### src/rtl/mips32_pkg.sv
// Shared encodings for the memory-port arbiter: FSM states, port indices
// and the grant-vector helper.
package mips32_pkg;

   typedef enum logic [1:0] {
      IDLE   = 2'b00,
      ACCESS = 2'b01,
      RESP   = 2'b10
   } arb_state_t;

   localparam logic PORT_CPU = 1'b0;
   localparam logic PORT_AUX = 1'b1;

   function automatic logic [1:0] port_onehot(input logic port);
      return port ? 2'b10 : 2'b01;
   endfunction

endpackage

### src/rtl/arb_rr2.sv
// Two-way round-robin pick. On a tie the port that was not served last wins.
module arb_rr2 (
   input  logic [1:0] req,
   input  logic       last,
   output logic       pick,
   output logic       valid
);

   always_comb begin
      valid = |req;
      pick  = (req == 2'b11) ? ~last : req[1];
   end

endmodule

### src/rtl/mem_port_arbiter.sv
// Shares one memory port between the MIPS32 core (port 0) and an auxiliary
// master (port 1) with round-robin arbitration and an access watchdog.
//
// state  | meaning
// IDLE   | no owner; arbitrate pending requests
// ACCESS | strobes driven from latched request; wait for mem_ready or timeout
// RESP   | done (and err on timeout) pulse to the owner; update last_gnt
module mem_port_arbiter
   import mips32_pkg::*;
#(
   parameter int AW      = 32,
   parameter int DW      = 32,
   parameter int TIMEOUT = 15
) (
   input  logic          clk,
   input  logic          nrst,
   input  logic          p0_req,
   input  logic          p0_we,
   input  logic [AW-1:0] p0_addr,
   input  logic [DW-1:0] p0_wdata,
   output logic [DW-1:0] p0_rdata,
   output logic          p0_done,
   output logic          p0_err,
   input  logic          p1_req,
   input  logic          p1_we,
   input  logic [AW-1:0] p1_addr,
   input  logic [DW-1:0] p1_wdata,
   output logic [DW-1:0] p1_rdata,
   output logic          p1_done,
   output logic          p1_err,
   output logic          mem_read,
   output logic          mem_write,
   output logic [AW-1:0] mem_addr,
   output logic [DW-1:0] mem_wdata,
   input  logic [DW-1:0] mem_rdata,
   input  logic          mem_ready,
   output logic [1:0]    gnt,
   output logic          busy
);

   localparam int CW = $clog2(TIMEOUT + 1);
   localparam logic [CW-1:0] WD_LOAD = CW'(TIMEOUT);

   arb_state_t    state;
   logic          sel;
   logic          last_gnt;
   logic          we_r;
   logic [CW-1:0] wd_cnt;
   logic          arb_pick;
   logic          arb_valid;

   arb_rr2 u_arb (
      .req   ({p1_req, p0_req}),
      .last  (last_gnt),
      .pick  (arb_pick),
      .valid (arb_valid)
   );

   // Watchdog is a down-counter loaded on grant; terminal count 0 aborts,
   // giving TIMEOUT+1 ACCESS cycles before the error response.
   always_ff @(posedge clk) begin
      if (!nrst) begin
         state     <= IDLE;
         sel       <= PORT_CPU;
         last_gnt  <= PORT_AUX;
         we_r      <= 1'b0;
         wd_cnt    <= '0;
         mem_read  <= 1'b0;
         mem_write <= 1'b0;
         mem_addr  <= '0;
         mem_wdata <= '0;
         gnt       <= 2'b00;
         busy      <= 1'b0;
         p0_done   <= 1'b0;
         p0_err    <= 1'b0;
         p1_done   <= 1'b0;
         p1_err    <= 1'b0;
         p0_rdata  <= '0;
         p1_rdata  <= '0;
      end else begin
         p0_done <= 1'b0;
         p0_err  <= 1'b0;
         p1_done <= 1'b0;
         p1_err  <= 1'b0;
         case (state)
            IDLE: begin
               if (arb_valid) begin
                  sel       <= arb_pick;
                  we_r      <= arb_pick ? p1_we : p0_we;
                  mem_read  <= arb_pick ? ~p1_we : ~p0_we;
                  mem_write <= arb_pick ? p1_we : p0_we;
                  mem_addr  <= arb_pick ? p1_addr : p0_addr;
                  mem_wdata <= arb_pick ? p1_wdata : p0_wdata;
                  gnt       <= port_onehot(arb_pick);
                  wd_cnt    <= WD_LOAD;
                  busy      <= 1'b1;
                  state     <= ACCESS;
               end
            end
            ACCESS: begin
               if (mem_ready || wd_cnt == '0) begin
                  mem_read  <= 1'b0;
                  mem_write <= 1'b0;
                  state     <= RESP;
                  if (sel == PORT_AUX) begin
                     p1_done <= 1'b1;
                     p1_err  <= ~mem_ready;
                  end else begin
                     p0_done <= 1'b1;
                     p0_err  <= ~mem_ready;
                  end
                  if (mem_ready && !we_r) begin
                     if (sel == PORT_AUX) p1_rdata <= mem_rdata;
                     else                 p0_rdata <= mem_rdata;
                  end
               end else begin
                  wd_cnt <= wd_cnt - 1'b1;
               end
            end
            RESP: begin
               last_gnt <= sel;
               gnt      <= 2'b00;
               busy     <= 1'b0;
               state    <= IDLE;
            end
            default: begin
               mem_read  <= 1'b0;
               mem_write <= 1'b0;
               gnt       <= 2'b00;
               busy      <= 1'b0;
               state     <= IDLE;
            end
         endcase
      end
   end

endmodule

### config.mk
export PLATFORM = sky130hd
export DESIGN_NAME = mem_port_arbiter
export DESIGN_NICKNAME = d
export VERILOG_FILES = /design/src/rtl/mips32_pkg.sv /design/src/rtl/arb_rr2.sv /design/src/rtl/mem_port_arbiter.sv
export SDC_FILE = /design/constraint.sdc
export NUM_CORES = 1
export LEC_CHECK = 0
export ABC_AREA = 1
export ABC_CLOCK_PERIOD_IN_PS = 1400
export CAP_MARGIN = 15
export CORE_MARGIN = 4
export CORE_UTILIZATION = 40
export CTS_CLUSTER_SIZE = 30
export DETAILED_ROUTE_END_ITERATION = 7
export HOLD_SLACK_MARGIN = 0.15
export PLACE_DENSITY = 0.8
export SYNTH_ARGS = -nofsm -noshare
export SYNTH_HDL_FRONTEND = slang
export SYNTH_SLANG_ARGS = --single-unit
### constraint.sdc
create_clock -name clk -period 1.4 [get_ports clk]
set_clock_uncertainty 0.1 [all_clocks]
set_input_delay 0.28 -clock clk [delete_from_list [all_inputs] [get_ports clk]]
set_output_delay 0.28 -clock clk [all_outputs]
set_load 0.01 [all_outputs]
==> impl_metrics.env <==
export IMPL_outcome="finished, violations left"
export IMPL_failed_checks="setup timing"
export IMPL_fillers=1206
export IMPL_path_common_cell="buf_6"
export IMPL_tightest_slew_ns=0.436
export IMPL_fin_crit_ns=1.48
export IMPL_multiInputGateArea_um2=2960
export IMPL_wl_per_cell_um=18.0
export IMPL_rr_startpoint="state[1]"
export IMPL_cts_max_level=4
export IMPL_coreArea_um2=14700
export IMPL_postRouteAntennaNets=0
export IMPL_timing_rr_end="p0_rdata[28]"
export IMPL_max_freq_ghz=0.676
export IMPL_slew_headroom_pct=70.9
export IMPL_vdd_drop_max_v=0.000905
export IMPL_postPlaceCellArea_um2=9380
export IMPL_dp_hpwl_um=15800
export IMPL_seqPwrFrac_pct=37.9
export IMPL_yosysUniqueCellTypes=21
export IMPL_pin_count=304
export IMPL_endpoint="p0_rdata[28]"
export IMPL_crit_type="input pin to flop"
export IMPL_rr_worst_depth=10
export IMPL_ys_ff_latch=146
export IMPL_grt_antenna_before_repair=1
export IMPL_die_y_um=131
export IMPL_avgViaCountPerCell=5.10
export IMPL_place_inst=1332
export IMPL_drc=0
export IMPL_crit_buf_inv=5
export IMPL_cts_made_buffers=17
export IMPL_critPathMaxStageDelay_ns=0.47
export IMPL_synth_area_leaders="dfxtp_1 (48%), nand2_1 (18%), nor2_1 (8.3%), a21oi_1 (6.1%), nand3_1 (6.1%)"
export IMPL_clk_latency_ns=0.41
export IMPL_finalWeightedCongestion=0.877
export IMPL_p_leak_uw=0.00483
export IMPL_ys_seq_area_share_pct=48.2
export IMPL_finalPower_uw=12300
export IMPL_cp_end_kind="flop"
export IMPL_hold_ws_ns=0.250
export IMPL_p_int_uw=8940
export IMPL_start_util_pct=41.2
export IMPL_critPathTopFamily="buffers and inverters"
export IMPL_powerDensity_nw_per_um2=1180
export IMPL_setup_slack_ns=-0.0800
export IMPL_cp_arrival_ns=1.73
export IMPL_cp_depth=10
export IMPL_netlist_area_leader_share_pct=48.2
export IMPL_cp_start_kind="input pin"
export IMPL_die_w_um=131
export IMPL_layout_nets=1373
export IMPL_yosys_area_top_type="dfxtp_1"
export IMPL_synth_area_per_cell_um2=6.97
export IMPL_finalMaxSlewViolations=0
export IMPL_power_frac_clock_pct=38.7
export IMPL_gr_total_overflow=0
export IMPL_cts_sinks=146
export IMPL_drtIter0Drc=422
export IMPL_pwr_share_comb_pct=23.5
export IMPL_finalNonFillerCells=1402
export IMPL_holdCritPathClass="input pin to flop"
export IMPL_areaGrowthSynthToFinish_pct=71.1
export IMPL_r2r_slack_ns=-0.08
export IMPL_drt_pass1_iterations=7
export IMPL_crit_chain="clkdlybuf4s50_1 > inv_2 > nor2_2 > nand2_4 > buf_6 > nor2_4 > buf_6 > clkbuf_16 > o21ai_1 > nor2_1"
export IMPL_clk_pin_slew_ns=0.06
export IMPL_rows=44
export IMPL_final_hold_viol_count=0
export IMPL_design_area_um2=10400
export IMPL_drive_gt1_share_pct=25.0
export IMPL_seqCellArea_um2=2930
export IMPL_drt_wl_total_um=25300
export IMPL_cap_violations=0
export IMPL_slowest_stage="clkdlybuf4s50_1"
export IMPL_netSwitchingFraction_pct=27.2
export IMPL_grt_pass1_wl_um=34100
export IMPL_grt_max_degree=74
export IMPL_syn_cell_area_um2=6060
export IMPL_min_period_over_period_pct=106
export IMPL_grt_pass1_vias=6544
export IMPL_crit_start="mem_ready"
export IMPL_syn_inst=870
export IMPL_crit_required_ns=1.65
export IMPL_p_sw_uw=3330
export IMPL_clockBufferDepth=2
export IMPL_dieArea_um2=17200
export IMPL_portBuffers=303
export IMPL_grt_usage_pct=25.6
export IMPL_crit_fanout=8
export IMPL_cts_tree="done"
export IMPL_dr_total_vias=7152
export IMPL_root_buffer="clkbuf_16"
export IMPL_grt_setup_unrepaired="yes"
export IMPL_ys_warnings_count=0
export IMPL_setup_violations_final=63
export IMPL_syn_num_nets=1038
[worst register-to-register path, cell delays in order (launching register included)]
cell and delay [ns]:
dfxtp_2 0.33, inv_2 0.06, nand2_2 0.06, inv_2 0.07
nand2_4 0.06, buf_6 0.12, nor2_4 0.12, buf_6 0.16
clkbuf_16 0.17, o21ai_1 0.07, nor2_1 0.11
[sequential cells by signal, summed over array words and instances, names as in the netlist]
signal,count
busy,1
gnt,2
last_gnt,1
mem_addr,32
mem_read,1
mem_wdata,32
mem_write,1
p0_done,1
p0_err,1
p0_rdata,32
p1_done,1
p1_err,1
p1_rdata,32
sel,1
state,2
wd_cnt,4
we_r,1
[layer usage]
| layer | wire, um | up-vias | track usage (%) |
|---|---|---|---|
| met4 | 730 | 2 | 9.56 |
| met3 | 2670 | 59 | 10.6 |
| met5 | 13 | - | 0 |
| met2 | 12300 | 314 | 42.7 |
| met1 | 9630 | 3310 | 29.3 |
| li1 | - | 3467 | - |
[per-stage QoR]
step	setup TNS, ns	utilization (%)	setup WS (ns)
6_report	-2.32	70.5	-0.0800
3_5_place_dp	-50.02	63.8	-0.406
2_1_floorplan	0	-	0.0769
5_1_grt	-7.61	70.5	-0.160
4_1_cts	-0.463	70.7	-0.0354
3_3_place_gp	-48.35	63.8	-0.401
[what timing repair did]
item / CTS / global route
pin swaps: 4 / 19
gates resized for setup: 362 / 208
setup endpoints to repair: 202 / 258
endpoints found under the hold margin: 4 / 0
gates cloned: 6 / 20
hold buffers: 1 / 0
setup buffers: 11 / 3
[worst min-delay path by stage]
| stage | startpoint | endpoint | cells after the start |
|---|---|---|---|
| after floorplan | mem_rdata[26] | p0_rdata[26] | 2 |
| after global placement | mem_write | mem_write | 2 |
| after detailed placement | mem_wdata[26] | mem_wdata[26] | 2 |
| after CTS | p1_req | sel | 3 |
| after global routing | p1_req | gnt[1] | 3 |
| final | p1_req | sel | 3 |
[cells by family after synthesis]
kind of cell / count (synthesis) / synth area share, %
buffers and inverters: 81 / 6.69
flip-flops: 146 / 48.2
adder cells (fa/ha/maj): 1 / 0.206
AND/OR/NAND/NOR: 498 / 32.7
AO/OA/AOI/OAI: 144 / 12.2
[power groups by stage]
stage | sequential [uW] | clock [uW] | combinational [uW]
after floorplan | 4850 | 0 | 977
after global placement | 4710 | 0 | 2500
after detailed placement | 4720 | 0 | 2530
after CTS | 4640 | 4810 | 2540
after global routing | 4680 | 4990 | 3100
final | 4650 | 4750 | 2880
[cell type report]
class / instances / share of cell area, %
Clock buffer: 23 / 4.80
Clock inverter: 8 / 1.19
Tap cell: 184 / 2.22
Multi-Input combinational cell: 643 / 28.5
Inverter: 18 / 0.772
Antenna cell: 1 / 0.0241
Timing Repair inverter: 2 / 0.121
Sequential cell: 146 / 28.3
Timing Repair Buffer: 377 / 34.0
[synth_stat cells (all sizes together)]
| master | instances |
|---|---|
| dfxtp | 146 |
| clkbuf | 20 |
| nand3 | 74 |
| nor2 | 137 |
| a21oi | 74 |
| o311ai | 1 |
| inv | 18 |
| nand2 | 287 |
| o21bai | 1 |
| buf | 43 |
| ha | 1 |
| o21ai | 68 |
[cells in the final DEF, fill, tap and decap left out, types with 5 or more instances in the layout]
master,count
nor2_2,17
clkdlybuf4s50_1,163
clkdlybuf4s15_1,6
nor2_1,108
a21oi_2,8
nand2_1,279
inv_1,11
nor2_4,12
buf_6,15
clkbuf_16,29
clkdlybuf4s15_2,15
buf_12,12
a21oi_1,66
inv_2,5
buf_2,42
clkbuf_2,76
o21ai_0,37
nand3_1,71
clkbuf_8,5
o21ai_1,28
buf_4,27
dfxtp_1,139
dfxtp_2,6
No activity file was read; power rests on OpenSTA's default activity.
